==> src/rtl/alu_issue_scoreboard_if.sv <==
// Decode-to-issue bundle: decoded ALU instruction fields
// plus the flush request, with the stall returned to decode.
interface alu_issue_scoreboard_if #(
  parameter int REG_W = 5
);
  logic             id_valid;
  logic [REG_W-1:0] id_rs;
  logic [REG_W-1:0] id_rt;
  logic [REG_W-1:0] id_rd;
  logic             id_wb;
  logic [2:0]       id_aluSig;
  logic             flush;
  logic             stall;

  modport master (
    output id_valid,
    output id_rs,
    output id_rt,
    output id_rd,
    output id_wb,
    output id_aluSig,
    output flush,
    input  stall
  );

  modport slave (
    input  id_valid,
    input  id_rs,
    input  id_rt,
    input  id_rd,
    input  id_wb,
    input  id_aluSig,
    input  flush,
    output stall
  );
endinterface

==> src/rtl/alu_issue_scoreboard.sv <==
// In-order ALU issue with a shift-register write scoreboard.
// No forwarding: any RAW hazard stalls decode until retirement.
module alu_issue_scoreboard #(
  parameter int DEPTH = 3,
  parameter int REG_W = 5
) (
  input  logic                  clk,
  input  logic                  rst_n,
  alu_issue_scoreboard_if.slave id_if,
  output logic                  ex_valid,
  output logic [2:0]            ex_aluSig,
  output logic [REG_W-1:0]      ex_rd,
  output logic                  wb_valid,
  output logic [REG_W-1:0]      wb_rd,
  output logic [DEPTH-1:0]      busy,
  output logic [15:0]           stall_count
);

  typedef struct packed {
    logic             v;
    logic             wb;
    logic [REG_W-1:0] rd;
    logic [2:0]       alu;
  } ent_t;

  ent_t        ent_q [DEPTH];
  ent_t        ent_d [DEPTH];
  logic [15:0] stall_count_q;
  logic [15:0] stall_count_d;

  logic hit;
  logic hazard;
  logic issue;
  logic stall;

  // Register 0 and non-writing entries are never a dependency.
  always_comb begin
    hit = 1'b0;
    for (int i = 0; i < DEPTH; i++) begin
      if (ent_q[i].v && ent_q[i].wb &&
          (ent_q[i].rd != '0) &&
          ((ent_q[i].rd == id_if.id_rs) ||
           (ent_q[i].rd == id_if.id_rt))) begin
        hit = 1'b1;
      end
    end
  end

  assign hazard = id_if.id_valid & hit;
  assign issue  = id_if.id_valid & ~hit & ~id_if.flush;
  assign stall  = hazard & ~id_if.flush;

  assign id_if.stall = stall;

  // The pipe always advances; a stall only injects a bubble.
  always_comb begin
    ent_d[0] = '0;
    if (issue) begin
      ent_d[0].v   = 1'b1;
      ent_d[0].wb  = id_if.id_wb;
      ent_d[0].rd  = id_if.id_rd;
      ent_d[0].alu = id_if.id_aluSig;
    end
    for (int i = 1; i < DEPTH; i++) begin
      ent_d[i] = ent_q[i-1];
    end
  end

  always_comb begin
    stall_count_d = stall_count_q;
    if (stall && (stall_count_q != 16'hFFFF)) begin
      stall_count_d = stall_count_q + 16'd1;
    end
  end

  always_ff @(posedge clk or negedge rst_n) begin
    if (!rst_n) begin
      for (int i = 0; i < DEPTH; i++) begin
        ent_q[i] <= '0;
      end
      stall_count_q <= '0;
    end else begin
      for (int i = 0; i < DEPTH; i++) begin
        ent_q[i] <= ent_d[i];
      end
      stall_count_q <= stall_count_d;
    end
  end

  always_comb begin
    busy = '0;
    for (int i = 0; i < DEPTH; i++) begin
      busy[i] = ent_q[i].v & ent_q[i].wb;
    end
  end

  assign ex_valid    = ent_q[0].v;
  assign ex_aluSig   = ent_q[0].alu;
  assign ex_rd       = ent_q[0].rd;
  assign wb_valid    = ent_q[DEPTH-1].v & ent_q[DEPTH-1].wb;
  assign wb_rd       = ent_q[DEPTH-1].rd;
  assign stall_count = stall_count_q;

endmodule
==> src/flat_wrapper.sv <==
// flat-port wrapper written by rule: the top's interface ports become plain ports
module alu_issue_scoreboard_flat 
#(
  parameter int DEPTH = 3,
  parameter int REG_W = 5
)
  (clk, rst_n, ex_valid, ex_aluSig, ex_rd, wb_valid, wb_rd, busy, stall_count, id_if_id_valid, id_if_id_rs, id_if_id_rt, id_if_id_rd, id_if_id_wb, id_if_id_aluSig, id_if_flush, id_if_stall);
  alu_issue_scoreboard_if #(.REG_W(REG_W)) id_if_i ();
  input  logic clk;
  input  logic rst_n;
  output logic ex_valid;
  output logic [2:0] ex_aluSig;
  output logic [REG_W-1:0] ex_rd;
  output logic wb_valid;
  output logic [REG_W-1:0] wb_rd;
  output logic [DEPTH-1:0] busy;
  output logic [15:0] stall_count;
  input wire logic [$bits(id_if_i.id_valid)-1:0] id_if_id_valid;
  input wire logic [$bits(id_if_i.id_rs)-1:0] id_if_id_rs;
  input wire logic [$bits(id_if_i.id_rt)-1:0] id_if_id_rt;
  input wire logic [$bits(id_if_i.id_rd)-1:0] id_if_id_rd;
  input wire logic [$bits(id_if_i.id_wb)-1:0] id_if_id_wb;
  input wire logic [$bits(id_if_i.id_aluSig)-1:0] id_if_id_aluSig;
  input wire logic [$bits(id_if_i.flush)-1:0] id_if_flush;
  output wire logic [$bits(id_if_i.stall)-1:0] id_if_stall;
  assign id_if_i.id_valid = id_if_id_valid;
  assign id_if_i.id_rs = id_if_id_rs;
  assign id_if_i.id_rt = id_if_id_rt;
  assign id_if_i.id_rd = id_if_id_rd;
  assign id_if_i.id_wb = id_if_id_wb;
  assign id_if_i.id_aluSig = id_if_id_aluSig;
  assign id_if_i.flush = id_if_flush;
  assign id_if_stall = id_if_i.stall;
  alu_issue_scoreboard #(.DEPTH(DEPTH), .REG_W(REG_W)) u_core (.clk(clk), .rst_n(rst_n), .id_if(id_if_i), .ex_valid(ex_valid), .ex_aluSig(ex_aluSig), .ex_rd(ex_rd), .wb_valid(wb_valid), .wb_rd(wb_rd), .busy(busy), .stall_count(stall_count));
endmodule
==> config.mk <==
export PLATFORM = sky130hd
export DESIGN_NAME = alu_issue_scoreboard_flat
export DESIGN_NICKNAME = d
export VERILOG_FILES = /design/src/rtl/alu_issue_scoreboard_if.sv /design/src/rtl/alu_issue_scoreboard.sv /design/src/flat_wrapper.sv
export SDC_FILE = /design/constraint.sdc
export NUM_CORES = 1
export LEC_CHECK = 0
export ABC_AREA = 1
export CORE_MARGIN = 2
export CORE_UTILIZATION = 30
export CTS_CLUSTER_DIAMETER = 30
export DETAILED_ROUTE_END_ITERATION = 10
export HOLD_SLACK_MARGIN = 0.03
export PLACE_DENSITY = 0.57
export SYNTH_ARGS = -nofsm -noshare
export SYNTH_HDL_FRONTEND = slang
export SYNTH_SLANG_ARGS = --single-unit
==> constraint.sdc <==
create_clock -name clk -period 1.85 [get_ports clk]
set_clock_uncertainty 0.15 [all_clocks]
set_input_delay 0.37 -clock clk [delete_from_list [all_inputs] [get_ports clk]]
set_output_delay 0.37 -clock clk [all_outputs]
set_load 0.02 [all_outputs]
==> results of run 1 <==
## layout by cell type (no fill, tap or decap), types with 2 or more instances in the layout
cell type,n
nand3_2,4
clkinv_1,2
nand2_2,7
o21ai_0,2
nand4_1,19
dfrtp_1,37
nand3_1,13
dfrtp_2,3
xor2_1,7
nor3_1,3
dlygate4sd2_1,37
nor2_2,10
inv_1,30
nand2_1,109
nor2_4,2
buf_4,30
nor2_1,25
inv_2,15
xnor2_1,11
clkdlybuf4s50_1,16
clkbuf_8,6
## final cells by class
cell class                 instances  area [um^2]  share of cell area [%]
clock buffer                       6         82.6                    2.49
clock inverter                     2         38.8                    1.17
tap                              102          128                    3.85
multi-input combinational        217         1100                    33.3
inverter                          47          176                    5.33
timing repair buffer              89          778                    23.5
sequential                        40         1000                    30.3
## state kept, by name (all words and copies together) (netlist names)
| register | count |
|---|---|
| u_core.stall_count | 16 |
| u_core.ent_d | 8 |
| u_core.ex_rd | 5 |
| u_core.wb_rd | 5 |
| u_core.ex_aluSig | 3 |
| u_core.ent_q | 2 |
| u_core.ex_valid | 1 |
## kinds of logic (layout without fill, tap and decap cells)
kind of cell	after synthesis	count (layout)
DFF	40	40
buffers and inverters	67	144
adders and majority gates	1	1
xor gates and xnor gates	18	18
and+or+nand+nor	196	196
AOI/OAI and AO/OA	2	2
## path summary, 6_finish.rpt
check / from / end / slack (ns) / cells past startpoint
setup reg to reg: u_core.ex_rd[1] / u_core.stall_count[1] / -0.09 / 12
max in group asynchronous: rst_n / u_core.ex_valid / 0.91 / 3
min in group asynchronous: rst_n / u_core.stall_count[9] / 0.42 / 3
hold reg to reg: u_core.ent_d[8] / u_core.ent_q[8] / 0.22 / 0
hold / removal: u_core.ent_d[8] / u_core.ent_q[8] / 0.22 / 0
setup / recovery: u_core.ex_rd[1] / id_if_stall / -0.25 / 11
## layer usage
layer  vias up  track usage, %  part of all wire (%)
met5         -               0                     0
met4         0            3.31                   1.0
met3         6            2.66                   4.1
met2        40            22.2                    47
met1       985            19.6                    48
li1       1132               -                     -
## metrics by stage
step	area [um^2]	cells
2_1_floorplan	2390	324
3_3_place_gp	3160	490
3_5_place_dp	3160	490
4_1_cts	3260	500
5_1_grt	3310	503
6_report	3310	503
## where the power goes
part           switching (mW)  internal [mW]
logic                   0.143          0.121
clock network           0.313          0.441
registers              0.0209          0.896
total                   0.477           1.46
## critical path, stage by stage (launching register included)
cell and delay [ns]:
dfrtp_1 0.41, inv_2 0.07, nand2_1 0.06, nand2_1 0.06, nor2_2 0.15, nand3_1 0.09
nand2_1 0.08, nand2_2 0.06, nand3_2 0.07, nand2_2 0.06, inv_2 0.06, buf_6 0.11
## timing repair
item	CTS	global route
endpoints found under the setup margin	55	29
cloned	0	0
hold buffers	1	0
gates resized for setup	50	15
pin swaps	2	8
hold endpoints to repair	40	0
buffers inserted	1	3
==> metrics.txt, run 1 <==
GP Congestion 0.851; Main synth FF type dfrtp_1; Nets 424; top post-synthesis cells by count 113 x nand2_1, 40 x dfrtp_1, 37 x inv_1; run status finished, violations left; static leakage 1.87 nW; post-synthesis simple-gate area fraction 37.2%; Die ar. 0.00869 mm^2; syn avg cell area 7.37 um^2; port bufs 57; cell taking the most area after synthesis dfrtp_1; post-synthesis xor/xnor area fraction 6.60%; die height 93.2 um; clk_lat worst skew 0.29 ns; P&R area growth vs syn 38.6%; CORE AREA 0.00773 mm^2; Worst VDD drop 242 uV; Vias/cell 4.30; Initial DRC Count 78; worst setup margin -0.247 ns; crit path time final 2.10 ns; clk slew on worst S/H paths 0.09 ns; CTS H-tree depth 2; setup TNS -1.18 ns; DRC viols 0; Fin Hold WS 0.219 ns; gr usage total 13.9%; CTS tree yes; remaining global-route overflow 0; Rows 32; CTS Buf Count 5; largest net degree at the start of global routing 41; Max-Cap Viols 0; CP arrival 1.58 ns; number of antenna-violating nets in the routed design 0; Setup Viol. Count Final 13; failing checks setup timing; top cell type's share of synthesized area 41.9%; WP data required 1.33 ns; PwrDens 585 mW/mm^2; Die Span X 93.2 um; fillcell total 807; DR pass1 iterations 4; Core Util, Final 42.8%; Seq/Total Area, Yosys 41.9%; worst-margin pin slew 0.318 ns; post-synthesis adder-cell area fraction 0.524%; unrepaired setup endpoints after global routing true; Routed WL per cell 11.4 um; Compound-Gate Fraction of Synth Area 0.419%; Vias 2,163; Post-Syn Area 0.00239 mm^2; crit path launch type flop; final count of hold timing violations 0; Power Total 1.94 mW; Yosys warnings 0; I/O pin cnt 58; Max clock buf depth 2; number of synthesized register bits 40; DP Wirelength 4.27 mm; total wire length 5.73 mm; relative slew slack 78.7%; Max Clk Rate 477 MHz; number of global-route vias before repair 2,056; layout cells sized above 1 21.4%; CTS Sinks 40; first-pass GRT wire length 9.71 mm; Worst Path Max Fanout 4; largest family of logic cells by synthesized area simple AND/OR/NAND/NOR gates; Setup WS pre-CTS -0.996 ns; post-synthesis mux area share 0%; worst hold-check path type reg2reg; Post-synth EDFFs 0; Mapped Cells 324; asr flop ratio synth 100%; CTS root buffer clkbuf_8; initial core utilization 30.9%; crit end category output pin; fin crit share 113%; most common cell in the netlist nand2_1; Mapped Nets 348; initial antenna violation count 0; fin. max-slew vios 0; critical path type reg2out; Synth area leaders dfrtp_1 42%, nand2_1 18%, inv_1 5.8%; n_diodes 0; Netlist cell types 24
No activity file was read; power rests on OpenSTA's default activity.
==> run 2: changes to the inputs <==
--- a/config.mk
+++ b/config.mk
@@ -12,6 +12,7 @@
 export DETAILED_ROUTE_END_ITERATION = 10
 export HOLD_SLACK_MARGIN = 0.03
 export PLACE_DENSITY = 0.57
+export SKIP_CTS_REPAIR_TIMING = 1
 export SYNTH_ARGS = -nofsm -noshare
 export SYNTH_HDL_FRONTEND = slang
 export SYNTH_SLANG_ARGS = --single-unit
==> run 2 against run 1 <==
  * Critical path depth shrank 1
  * Register-to-register slack is essentially flat
  * First-iteration DRC count shrank 3.8%
  * Die area is the same
  * The flow still finishes with violations (setup timing)
  * Highest routed layer unchanged
  * Setup slack lost 0.0059 ns
  * Hold slack is essentially flat
  * Cell area grew 3.7%
  * Sequential cell count is the same
  * Core utilization grew 1.6 points
  * Final cell count shrank 0.40%
  * Critical endpoint unchanged
  * Power grew 0.53%
  * Combinational power grew 3%
==> metrics.txt, run 2 (synthesized netlist as in run 1, its figures left out) <==
run status finished, violations left (unchanged); failing checks setup timing (unchanged); Vias/cell 4.34 (was 4.30); Switching Power 478 uW (was 477 uW); r2r setup slk -0.09 ns (about the same); Clk pwr share 38.9% (was 39.0%); Initial DRC Count 75 (was 78); worst setup margin -0.253 ns (was -0.247 ns); Worst Path Max Fanout 5 (was 4); fin crit share 114% (was 113%); Seq. cell area 0.00100 mm^2 (unchanged); critical path type reg2out (unchanged); Max clock buf depth 2 (unchanged); Reg2Reg Launch Point u_core.ex_rd[0] (was u_core.ex_rd[1]); Nets 422 (was 424); Worst VDD drop 243 uV (was 242 uV); Setup WS pre-CTS -0.996 ns (unchanged); Setup Viol. Count Final 13 (unchanged); Die ar. 0.00869 mm^2 (unchanged); Vias 2,172 (was 2,163); CORE AREA 0.00773 mm^2 (unchanged); unrepaired setup endpoints after global routing true (unchanged); gr usage total 13.8% (was 13.9%); n_diodes 0 (unchanged); Sw Ratio 24.6% (about the same); Hold Path Depth 0 (unchanged); Power Total 1.95 mW (was 1.94 mW); final count of hold timing violations 0 (unchanged); DR pass1 iterations 4 (unchanged); most frequent cells in the layout 110 x nand2_1, 39 x dlymetal6s2s_1, 37 x dfrtp_1 (was 109 x nand2_1, 37 x dlygate4sd2_1, 37 x dfrtp_1); relative slew slack 78.8% (was 78.7%); CTS Buf Count 5 (unchanged); fillcell total 780 (was 807); total wire length 5.80 mm (was 5.73 mm); Slowest-stage cell, CP dfrtp_2 (was dfrtp_1); Rows 32 (unchanged); worst hold-check path type reg2reg (unchanged); Multi-input gate area 0.00110 mm^2 (about the same); most common cell after layout, fill and taps aside nand2_1 (unchanged); remaining global-route overflow 0 (unchanged); Routed WL per cell 11.6 um (was 11.4 um); largest net degree at the start of global routing 41 (unchanged); number of global-route vias before repair 2,032 (was 2,056); CTS H-tree depth 2 (unchanged); PwrDens 567 mW/mm^2 (was 585 mW/mm^2); CTS Sinks 40 (unchanged); internal power 1.47 mW (was 1.46 mW); crit path launch type flop (unchanged); layout cells sized above 1 20.8% (was 21.4%); port bufs 57 (unchanged); CP arrival 1.58 ns (about the same); WP data required 1.33 ns (about the same); first-pass GRT wire length 9.58 mm (was 9.71 mm); CTS root buffer clkbuf_8 (unchanged); clk slew on worst S/H paths 0.09 ns (about the same); crit end category output pin (unchanged); max FFs per register 16 (unchanged); static leakage 2.32 nW (was 1.87 nW); Logic pwr share 14.0% (was 13.6%); Hold Path End u_core.ent_q[8] (unchanged); die height 93.2 um (unchanged); CTS tree yes (unchanged); number of antenna-violating nets in the routed design 0 (unchanged); Max Clk Rate 476 MHz (was 477 MHz); DP Wirelength 4.27 mm (unchanged); crit path time final 2.10 ns (about the same); initial antenna violation count 0 (unchanged); most used cell, CP nor2_2 (was nand2_1); Worst R2R End u_core.stall_count[1] (unchanged); Flop pwr share 47.1% (was 47.4%); Max-Cap Viols 0 (unchanged); R2R depth 11 (was 12); I/O pin cnt 58 (unchanged); Die Span X 93.2 um (unchanged); initial core utilization 30.9% (unchanged); delay of the slowest critical-path stage 0.46 ns (was 0.41 ns); clk_lat worst skew 0.29 ns (about the same); DRC viols 0 (unchanged); fin. max-slew vios 0 (unchanged); GP Congestion 0.851 (unchanged); worst-margin pin slew 0.317 ns (was 0.318 ns); P&R area growth vs syn 43.8% (was 38.6%); CP Cell Sequence nor2_2, nor2_2, nor2_2, nand3_1, nand2_1, nand2_2, nand3_2, nand2_2, inv_2, buf_6 (was inv_2, nand2_1, nand2_1, nor2_2, nand3_1, nand2_1, nand2_2, nand3_2, nand2_2, inv_2, buf_6); Core Util, Final 44.4% (was 42.8%); Hold Crit Start u_core.ent_d[8] (unchanged)
run 2: cell count changes in the layout (fill, tap and decap cells not counted):
cell,previous run,this run
nand2_2,7,6
clkdlybuf4s15_1,1,0
buf_4,30,28
dlymetal6s2s_1,1,39
inv_1,30,31
dlygate4sd2_1,37,0
clkinv_1,2,1
nand2_1,109,110
run 2: power groups by stage:
stage	Sequential, mW	Combinational (mW)	Clock (mW)
3_3_place_gp	0.934	0.271	0
5_1_grt	0.921	0.305	0.816
3_5_place_dp	0.934	0.271	0
4_1_cts	0.917	0.272	0.777
2_1_floorplan	0.934	0.128	0
6_report	0.917	0.272	0.756
run 2: critical path, delay by kind of cell (launching register included):
family | cells | cell delay, ns
flops | 1 | 0.46
buf+inv | 2 | 0.17
simple gates | 8 | 0.64
run 2: how the worst max path moves through the flow:
| stage | cells after the start | endpoint | start |
|---|---|---|---|
| after floorplan | 9 | u_core.stall_count[2] | u_core.stall_count[0] |
| after global placement | 12 | id_if_stall | id_if_id_rt[1] |
| after detailed placement | 12 | id_if_stall | id_if_id_rt[1] |
| after CTS | 12 | id_if_stall | id_if_id_rt[1] |
| after global routing | 10 | id_if_stall | u_core.ex_rd[0] |
| final | 10 | id_if_stall | u_core.ex_rd[0] |
run 2: area by class of cell:
cell class,instances,share of cell area (%)
clock buffers,6,2.40
clock inverters,2,1.13
inverters,47,5.14
multi-input cells,217,32.0
flip-flops and latches,40,29.3
well taps,102,3.72
repair buffers,87,26.3
run 2: stage by stage:
stage | TNS, ns | cell area [um^2] | cells | hold WS, ns
finish | -1.14 | 3430 | 501 | 0.219
global route | -4.43 | 3430 | 501 | 0.238
CTS | -10.07 | 3280 | 498 | -0.112
detailed placement | -15.72 | 3160 | 490 | 0.206
global placement | -15.57 | 3160 | 490 | 0.206
floorplan | 0 | 2390 | 324 | -0.0756
run 2: routing by layer:
layer  share of wire (%)  global-route usage [%]  vias to the layer above
li1                    -                       -                     1126
met5                   0                       0                        -
met1                  47                    19.5                      999
met4                 1.0                    3.31                        0
met2                  48                    21.8                       41
met3                 4.5                    2.66                        6
